[src/rtl/fetch_stage.sv]
// IF stage: PC register, single-outstanding instruction-memory handshake, IF/ID register.
// A one-entry skid buffer parks a word that returns during a stall; DROP swallows a stale reply after a redirect.
module fetch_stage #(
  parameter logic [31:0] RESET_PC = 32'h0000_0000,
  parameter logic [31:0] NOP_INST = 32'h0000_0013
) (
  input  logic        clk,
  input  logic        rst,
  input  logic [31:0] npc,
  input  logic        fail,
  input  logic        data_stall,
  output logic        imem_req,
  output logic [31:0] imem_addr,
  input  logic        imem_ack,
  input  logic [31:0] imem_rdata,
  output logic [31:0] PC_IF,
  output logic [31:0] PC_ID,
  output logic [31:0] inst_ID,
  output logic        valid_ID,
  output logic        fetch_busy
);

  typedef enum logic [1:0] {
    FETCH = 2'd0,
    HOLD  = 2'd1,
    DROP  = 2'd2
  } state_t;

  state_t      state_r, state_s;
  logic [31:0] pc_if_r, pc_if_s;
  logic [31:0] pc_id_r, pc_id_s;
  logic [31:0] inst_id_r, inst_id_s;
  logic        valid_id_r, valid_id_s;
  logic [31:0] buf_pc_r, buf_pc_s;
  logic [31:0] buf_inst_r, buf_inst_s;

  // Next-state and next-register computation; every path starts from "hold".
  always_comb begin
    state_s    = state_r;
    pc_if_s    = pc_if_r;
    pc_id_s    = pc_id_r;
    inst_id_s  = inst_id_r;
    valid_id_s = valid_id_r;
    buf_pc_s   = buf_pc_r;
    buf_inst_s = buf_inst_r;
    case (state_r)
      FETCH: begin
        if (data_stall) begin
          if (imem_ack) begin
            buf_pc_s   = pc_if_r;
            buf_inst_s = imem_rdata;
            state_s    = HOLD;
          end else begin
            state_s = FETCH;
          end
        end else if (fail) begin
          // A reply arriving with the redirect is discarded; otherwise it is still in flight.
          inst_id_s  = NOP_INST;
          valid_id_s = 1'b0;
          pc_if_s    = npc;
          if (imem_ack) begin
            state_s = FETCH;
          end else begin
            state_s = DROP;
          end
        end else if (imem_ack) begin
          pc_id_s    = pc_if_r;
          inst_id_s  = imem_rdata;
          valid_id_s = 1'b1;
          pc_if_s    = npc;
        end else begin
          inst_id_s  = NOP_INST;
          valid_id_s = 1'b0;
        end
      end
      HOLD: begin
        if (data_stall) begin
          state_s = HOLD;
        end else if (fail) begin
          inst_id_s  = NOP_INST;
          valid_id_s = 1'b0;
          pc_if_s    = npc;
          state_s    = FETCH;
        end else begin
          pc_id_s    = buf_pc_r;
          inst_id_s  = buf_inst_r;
          valid_id_s = 1'b1;
          pc_if_s    = npc;
          state_s    = FETCH;
        end
      end
      DROP: begin
        // The stale reply retires the old request even while ID is stalled.
        if (imem_ack) begin
          state_s = FETCH;
        end else begin
          state_s = DROP;
        end
        if (data_stall) begin
          valid_id_s = valid_id_r;
        end else begin
          inst_id_s  = NOP_INST;
          valid_id_s = 1'b0;
          if (fail) begin
            pc_if_s = npc;
          end else begin
            pc_if_s = pc_if_r;
          end
        end
      end
      default: begin
        state_s    = FETCH;
        inst_id_s  = NOP_INST;
        valid_id_s = 1'b0;
      end
    endcase
  end

  // State and datapath registers with synchronous reset.
  always_ff @(posedge clk) begin
    if (rst) begin
      state_r    <= FETCH;
      pc_if_r    <= RESET_PC;
      pc_id_r    <= 32'h0000_0000;
      inst_id_r  <= NOP_INST;
      valid_id_r <= 1'b0;
      buf_pc_r   <= 32'h0000_0000;
      buf_inst_r <= NOP_INST;
    end else begin
      state_r    <= state_s;
      pc_if_r    <= pc_if_s;
      pc_id_r    <= pc_id_s;
      inst_id_r  <= inst_id_s;
      valid_id_r <= valid_id_s;
      buf_pc_r   <= buf_pc_s;
      buf_inst_r <= buf_inst_s;
    end
  end

  assign imem_req   = (state_r == FETCH);
  assign imem_addr  = pc_if_r;
  assign fetch_busy = ((state_r == FETCH) && !imem_ack) || (state_r == DROP);
  assign PC_IF      = pc_if_r;
  assign PC_ID      = pc_id_r;
  assign inst_ID    = inst_id_r;
  assign valid_ID   = valid_id_r;

endmodule
[config.mk]
export PLATFORM = sky130hd
export DESIGN_NAME = fetch_stage
export DESIGN_NICKNAME = d
export VERILOG_FILES = /design/src/rtl/fetch_stage.sv
export SDC_FILE = /design/constraint.sdc
export NUM_CORES = 1
export LEC_CHECK = 0
export BUFFER_PORTS_ARGS = -buffer_cell sky130_fd_sc_hd__buf_2
export CORE_UTILIZATION = 52
export CTS_BUF_LIST = sky130_fd_sc_hd__clkbuf_16
export CTS_CLUSTER_DIAMETER = 30
export CTS_CLUSTER_SIZE = 30
export DETAILED_ROUTE_END_ITERATION = 12
export GPL_TIMING_DRIVEN = 0
export PLACE_DENSITY = 0.86
export SYNTH_ARGS = -nofsm -noshare
export SYNTH_HDL_FRONTEND = slang
export SYNTH_SLANG_ARGS = --single-unit
export TNS_END_PERCENT = 20
[constraint.sdc]
create_clock -name clk -period 1.8 [get_ports clk]
set_clock_uncertainty 0.1 [all_clocks]
set_input_delay 0.18 -clock clk [delete_from_list [all_inputs] [get_ports clk]]
set_output_delay 0.18 -clock clk [all_outputs]
set_load 0.05 [all_outputs]
Word-level counts from Yosys, hierarchy flattened
Cells that the tools add are included. W data, S select, Z words.

Bits in registers: 163. Bits of input ports: 69. Output and inout port bits: 131. Word-level logic and storage cells: 61.

Equality and inequality tests: 11. Mux-type cells: 33. Reduce and logical (&&, ||, !) cells: 10.

Operator list (number): $mux W32 (17); $pmux W32 S3 (2); $pmux W32 S2 (1); $ne A2 B2 Y1 const B (6); $reduce_and A6 Y1 (2); $mux W1 (8); $mux W2 (3); $pmux W2 S3 (1); $reduce_and A3 Y1 (2); $ne A3 B2 Y1 const B (1); $ne A3 B3 Y1 const B (1); $pmux W1 S3 (1); $reduce_bool A3 Y1 (1); $eq A2 B1 Y1 const B (1); $eq A2 B2 Y1 const B (1); $logic_not A2 Y1 (1); $ne A2 B1 Y1 const B (1); $reduce_bool A2 Y1 (1); $logic_and A1 B1 Y1 (1); $logic_not A1 Y1 (1); $logic_or A1 B1 Y1 (1).

Logic depth before layout (Yosys ltp)
Gate-level depths: netlist of the first run.

Depth after elaboration: 4. Depth in mapped cells: 6. Gate-level depth less buffers: 3.

Worst setup path before layout of the first run
No wires, ideal clock.

Path kind: register -> output. Start: register state_r[0]. End: output port fetch_busy. Arrival time: 1522 ps. Data required time: 1520 ps. Setup slack: -2 ps. Stages on the path, launching flop included: 5. Cell sequence: dfxtp_1 buf_6 buf_2 clkbuf_1 a21oi_1.

Word-level cells in the longest chain between the ends: 3. Elaborated cells between the ends (all ways): 4. Classes of those cells: eq/ne (1); reduce/logical (3).

Ends and longest elaborated chain: start, declared (line 29) `state_t state_r, state_s;`; start signal, assigned (line 130) `state_r <= state_s;`; $logic_not A2 Y1 (line 142) `assign fetch_busy = ((state_r == FETCH) && !imem_ack) || (state_r == DROP);`; $logic_and A1 B1 Y1 (line 142); $logic_or A1 B1 Y1 * (line 142); end, declared (line 20) `output logic fetch_busy`.

Mark *: on every way between the ends. The rest lies on a longest branch, timed or not.

Final worst setup path of the first run
Start: register state_r[0]. End: output port imem_req.

Word-level cells in the longest chain between the ends: 1.

Ends and longest elaborated chain: $logic_not A2 Y1 (line 140) `assign imem_req = (state_r == FETCH);`; end, declared (line 12) `output logic imem_req,`.

Every way passes these cells.

==> results of run 1 <==
kinds of logic (layout without fill, tap and decap cells):
kind of cell    Yosys count  after routing
compound gates          165            165
buf+inv                  98            389
flops                   163            163
mux                      64             64
simple gates            274            274
worst max-delay path, delay by kind of cell (launching register included):
kind                   cells  cell delay (ps)
buffers and inverters      4              600
DFF                        1              320
and+or+nand+nor            1              110
worst paths after layout:
| path | endpoint | depth (start not counted) | start | slack [ps] |
|---|---|---|---|---|
| setup / recovery | imem_req | 5 | state_r[0]$_SDFFE_PP0P_ | 60 |
| hold / removal | valid_ID$_SDFFE_PP0P_ | 3 | data_stall | 40 |
| setup reg to reg | buf_pc_r[12]$_SDFFE_PP0P_ | 6 | state_r[1]$_SDFFE_PP0P_ | 70 |
| hold reg to reg | buf_inst_r[19]$_SDFFE_PP0P_ | 2 | buf_inst_r[19]$_SDFFE_PP0P_ | 350 |
through the flow:
| step | TNS [ps] | instance area (um2) | std cells | setup slack [ps] | power (mW) |
|---|---|---|---|---|---|
| 3_5_place_dp | -121 | 8050 | 1132 | -30.2 | 5.30 |
| 3_3_place_gp | 0 | 8050 | 1132 | 12.4 | 5.27 |
| 4_1_cts | 0 | 9310 | 1228 | 1.56 | 9.00 |
| 5_1_grt | -18.4 | 9340 | 1227 | -12.2 | 9.34 |
| 6_report | 0 | 9340 | 1227 | 62.8 | 9.05 |
| 2_1_floorplan | 0 | 6860 | 764 | 104 | 4.92 |
flip-flops by register name, indices dropped and copies added (netlist names):
register and count:
PC_ID 32, PC_IF 32, buf_inst_r 32, buf_pc_r 32, inst_ID 32, state_r 2
valid_ID 1
synthesized netlist by cell type (all sizes together):
cell	number
a221o	3
and4bb	1
o21ai	33
a22o	29
dfxtp	163
nand2	188
mux2i	64
o21a	1
nand2b	68
nor4b	1
nor2	2
buf	65
nor3b	5
nor4	2
o2bb2ai	32
o21ba	1
nand4bb	1
nor2b	2
nand3b	3
nand3	1
a21oi	66
inv	2
clkbuf	31
cell usage in the layout (no fill, tap or decap), types with 29 or more instances in the layout:
| cell | synthesis | layout |
|---|---|---|
| a21oi_1 | 66 | 63 |
| a22o_1 | 29 | 29 |
| buf_2 | 19 | 211 |
| buf_4 | 39 | 38 |
| dfxtp_1 | 163 | 163 |
| dlygate4sd3_1 | 0 | 64 |
| mux2i_1 | 64 | 64 |
| nand2_1 | 188 | 188 |
| nand2b_1 | 68 | 68 |
| o21ai_0 | 32 | 32 |
| o2bb2ai_1 | 32 | 32 |
power by group:
part / switching (mW) / total, mW / leakage (nW) / internal (mW)
Combinational: 0.981 / 1.52 / 2.54 / 0.536
Clock: 1.50 / 3.67 / 0.291 / 2.17
Sequential: 0.119 / 3.86 / 1.33 / 3.74
Total: 2.60 / 9.05 / 4.16 / 6.45
area by class of cell:
type	instances	area, um2	area share [%]
sequential	163	3260	34.9
inverter	2	7.51	0.0804
tap	172	215	2.30
timing repair buffer	260	1640	17.5
multi-input combinational	503	3030	32.5
clock buffer	17	425	4.56
buffer	95	592	6.34
clock inverter	15	166	1.78
layer usage:
metal / part of all wire, % / wire, um / vias up
met5: 0 / 0 / -
met4: 2.8 / 573 / 0
met3: 6.7 / 1380 / 56
met2: 51 / 10500 / 289
met1: 39 / 8140 / 3118
li1: - / - / 3113
what timing repair did:
action / 4_1_cts / 5_1_grt
hold endpoints to repair: 67 / 0
gates resized for setup: 9 / 9
hold buffers: 64 / 0
endpoints found under the setup margin: 2 / 36
buffers inserted: 0 / 0
==> summary.md, run 1 <==
| Metric | Value |
|---|---|
| Mux contribution to synthesized area | `9.35%` |
| M3 GR Usage | `8.75%` |
| Max Clk Rate | `0.576 GHz` |
| Core Area | `12700 um2` |
| CTS Buf Count | `17` |
| Final WL | `20600 um` |
| Crit Path Max Fanout | `10` |
| PwrDens | `969 nW/um2` |
| Final GP Congestion | `0.814` |
| Worst-skew pair later-pin latency | `430 ps` |
| Status | `complete, no violations` |
| M2 GR Usage | `55.1%` |
| DP Wirelength | `around 13000 um` |
| Vias per cell | `5.36` |
| Crit path largest cell delay | `~320 ps` |
| Startpoint types | `register` |
| Synthesized-area fraction occupied by and/or/nand/nor cells | `between 10% and 20%` |
| Synth top area share | `47.6%` |
| Max VDD drop | `0.000721 V` |
| Library cell with the largest summed area after synthesis | `dfxtp_1` |
| Ant diodes | `0` |
| Die area | `13600 um2` |
| Layout Nets | `1111` |
| Most frequent CP cell | `buf_6` |
| Syn nets | `833` |
| Layout cell share with drive strength beyond 1 | `between 20 and 30%` |
| Die H | `117 um` |
| Fin crit share | `between 90% and 100%` |
| Fill cells | `slightly above 900` |
| Met1 usage | `32.5%` |
| Synth-to-layout area growth | `36.2%` |
| Crit path cell chain | `buf_6 > buf_6 > buf_8 > nor2_2 > buf_6` |
| Synthesized area | `roughly 6900 um2` |
| Nature of the critical path endpoint | `output pin` |
| Vias in the first global route | `6407` |
| Detail Route Antenna Nets | `0` |
| Global-route usage over all layers | `between 30 and 40%` |
| Max-Slew Margin vs Limit | `61.0%` |
| DRC viols | `0` |
| Iter 0 DRT Violations | `about 520` |
| CTS tree | `done` |
| Total gr overflow | `0` |
| Clock root buffer | `clkbuf_16` |
| Adder and majority gate portion of the synthesized area | `0%` |
| Hold Vio Cnt, Final | `0` |
| H-tree depth | `4` |
| Layer with the highest usage | `met2` |
| DR vias | `between 6000 and 7000` |
| Leakage power | `4.16 nW` |
| Row cnt | `just over 40` |
| Crit path kind | `reg2out` |
| Clock Pin Slew Worst Setup and Hold Paths | `about 60 ps` |
| Num Clock Sinks | `163` |
| Ports | `200` |
| Synth cell types | `30` |
| Compound-Gate Fraction of Synth Area | `about 16%` |
| Final setup fails | `0` |
| Buffers on Ports | `between 150 and 200` |
| RSZ-0062 raised after global routing | `yes` |
| Slew @ Worst Pin | `584 ps` |
| Initial antenna violation count | `0` |
| Synth area leaders | `dfxtp_1 48%, nand2_1 10%, mux2i_1 9.3%` |
| Max-cap viol count | `0` |
| Sequential-to-total area share from yosys stat | `47.6%` |
| Die width | `117 um` |
| Final Critical Period | `1740 ps` |
| Drt first pass iters | `7` |
| Largest net degree at the start of global routing | `17` |
| Final Hold Slack | `between 40 and 50 ps` |
| Worst Path Required | `1520 ps` |
| Layout Utilization | `about three quarters` |
| Initial core utilization | `53.9%` |
| Largest family of logic cells by synthesized area | `simple AND/OR/NAND/NOR gates` |
| Clock buffer depth | `2` |
| Average cell area after synthesis | `8.97 um2` |
| Pins over their slew limit | `0` |
| XOR/XNOR Fraction of Synth Area | `0%` |
| Worst Path Arrival | `1460 ps` |
| Avg WL per Cell | `roughly 17 um` |
| Hold Crit Class | `in2reg` |
| Yosys Warn Count | `0` |
| Synth Instances | `764` |
| Global-route wire length before repair | `~32000 um` |
| Flops & latches, synth | `roughly 160` |
| Slowest CP cell | `dfxtp_1` |
Note: power is estimated with default switching activity, not from simulation.
==> run 2, diff against run 1 <==
--- a/config.mk
+++ b/config.mk
@@ -6,13 +6,15 @@
 export NUM_CORES = 1
 export LEC_CHECK = 0
 export BUFFER_PORTS_ARGS = -buffer_cell sky130_fd_sc_hd__buf_2
-export CORE_UTILIZATION = 52
+export CELL_PAD_IN_SITES_DETAIL_PLACEMENT = 1
+export CELL_PAD_IN_SITES_GLOBAL_PLACEMENT = 2
+export CORE_UTILIZATION = 30
 export CTS_BUF_LIST = sky130_fd_sc_hd__clkbuf_16
 export CTS_CLUSTER_DIAMETER = 30
 export CTS_CLUSTER_SIZE = 30
 export DETAILED_ROUTE_END_ITERATION = 12
 export GPL_TIMING_DRIVEN = 0
-export PLACE_DENSITY = 0.86
+export PLACE_DENSITY = 0.85
 export SYNTH_ARGS = -nofsm -noshare
 export SYNTH_HDL_FRONTEND = slang
 export SYNTH_SLANG_ARGS = --single-unit
==> run 2 against run 1 <==
First-iteration DRC count down 65%. Final cell count up 8.9%. Worst setup slack worse by 34 ps. Register-to-register slack about the same. Die area up 72%. Maximum frequency down 1.9%. Critical path depth unchanged. Sequential power about the same. Power up 0.92%. Largest power group unchanged. Highest routed layer unchanged.
==> summary.md, run 2 (synthesis results as in run 1) <==
| Metric | Value |
|---|---|
| Worst Path Required | `1520 ps` |
| Most common cell after layout, fill and taps aside | `buf_2` |
| CTS tree | `done` |
| Max VDD drop | `roughly 0.00066 V` |
| Logic pwr share | `between 10% and 20%` |
| Nature of the critical path endpoint | `output pin` |
| Layout cell share with drive strength beyond 1 | `28.8%` |
| Part of the power in registers | `42.2%` |
| PnR Total Power | `9.13 mW` |
| Placement Cell Area | `8190 um2` |
| Initial core utilization | `31.0%` |
| Crit path kind | `reg2out` |
| Switching power | `2.85 mW` |
| Worst Path Arrival | `about 1500 ps` |
| Layout Utilization | `~43%` |
| Non-Filler Instances | `around 1300` |
| Final Critical Period | `1770 ps` |
| Most frequent cells in the layout | `212 x buf_2, 188 x nand2_1, 162 x dfxtp_1` |
| Initial antenna violation count | `0` |
| Clock root buffer | `clkbuf_16` |
| H-tree depth | `4` |
| Num Clock Sinks | `163` |
| Pins over their slew limit | `0` |
| Largest net degree at the start of global routing | `19` |
| Switching Share | `between 30% and 40%` |
| Layout Nets | `~1100` |
| RSZ-0062 raised after global routing | `yes` |
| Clock Pin Slew Worst Setup and Hold Paths | `70 ps` |
| Vias in the first global route | `~6700` |
| Final GP Congestion | `approximately 0.76` |
| Ports | `200` |
| Clock buffer depth | `2` |
| Max-cap viol count | `0` |
| Row cnt | `54` |
| Pre-CTS worst setup slack | `-145 ps` |
| Crit Path Max Fanout | `10` |
| DR vias | `6266` |
| Detail Route Antenna Nets | `0` |
| PwrDens | `approximately 960 nW/um2` |
| Vias per cell | `4.69` |
| Global-route usage over all layers | `19.1%` |
| Slew @ Worst Pin | `606 ps` |
| Status | `complete, no violations` |
| Worst-skew pair later-pin latency | `about 420 ps` |
| Final Cell Area | `9510 um2` |
| Cell internal pwr | `6.28 mW` |
| Synth-to-layout area growth | `38.8%` |
| M2 GR Usage | `33.4%` |
| Total gr overflow | `0` |
| TNS Setup | `0 ps` |
| Fin crit share | `98.4%` |
| Die H | `153 um` |
| Layer with the highest usage | `met2` |
| DP Wirelength | `~15000 um` |
| Leakage power | `4.17 nW` |
| Fill cells | `2665` |
| Final setup fails | `0` |
| Buffers on Ports | `196` |
| Hold Crit Class | `in2reg` |
| Final WL | `21700 um` |
| Core Area | `approximately 22000 um2` |
| Hold Vio Cnt, Final | `0` |
| Clock network fraction of design power | `41.2%` |
| Max Clk Rate | `0.565 GHz` |
| Startpoint types | `register` |
| Ant diodes | `0` |
| Global-route wire length before repair | `~35000 um` |
| Die width | `153 um` |
| Met1 usage | `23.5%` |
| Drt first pass iters | `4` |
| # placed instances | `1240` |
| CTS Buf Count | `17` |
| Final worst slack | `28.9 ps` |
| M3 GR Usage | `4.28%` |
| Max-Slew Margin vs Limit | `approximately 60%` |
| Iter 0 DRT Violations | `183` |
| Die area | `between 20000 and 25000 um2` |
| Avg WL per Cell | `16.2 um` |
| DRC viols | `0` |
| Final Hold Slack | `69.4 ps` |
==> run 2: changes by cell type in the layout (fill, tap and decap cells not counted), moves of 2 or more <==
cell / change
clkinv_1: -3
inv_8: +3
bufinv_16: -2
inv_6: +3
clkinv_8: +4
clkinv_2: -2
==> run 2: worst paths after layout <==
check	from	to	slack [ps]	depth (start not counted)
max	state_r[0]$_SDFFE_PP0P_	fetch_busy	30	5
min	data_stall	valid_ID$_SDFFE_PP0P_	70	3
min reg2reg	buf_inst_r[5]$_SDFFE_PP0P_	buf_inst_r[5]$_SDFFE_PP0P_	360	2
max reg2reg	state_r[1]$_SDFFE_PP0P_	inst_ID[25]$_SDFFE_PP0P_	70	5
==> run 2: area by class of cell <==
type                    instances  area [um2]  share of cell area (%)
plain buffers                  96         609                    6.41
clock buffers                  17         425                    4.47
clock inverters                15         190                    2.00
inverters                       2        7.51                  0.0789
multi-input cells             503        3030                    31.8
flip-flops and latches        163        3260                    34.3
well taps                     280         350                    3.68
repair buffers                260        1640                    17.2
==> run 2: what timing repair did <==
action,CTS,global route
hold endpoints to repair,67,0
hold buffers,64,0
setup buffers,0,0
gates resized for setup,11,6
endpoints found under the setup margin,14,17
==> run 2: power by group through the flow <==
| stage | registers (mW) | clock network [mW] | logic, mW |
|---|---|---|---|
| 3_3_place_gp | 3.94 | 0 | 1.39 |
| 3_5_place_dp | 3.94 | 0 | 1.40 |
| 6_report | 3.86 | 3.76 | 1.52 |
| 4_1_cts | 3.86 | 3.85 | 1.53 |
| 2_1_floorplan | 4.19 | 0 | 0.732 |
| 5_1_grt | 3.88 | 4.01 | 1.63 |
==> run 2: critical path: stages, from the launching register on <==
cell and delay (ps):
dfxtp_2 320, buf_6 140, buf_8 140, clkbuf_16 160, a21oi_4 130, buf_8 170
==> run 2: routing by layer <==
metal  share of wire [%]  up-vias
li1                    -     3101
met1                  46     2992
met2                  48      155
met3                 4.9       18
met4                 1.0        0
met5                   0        -
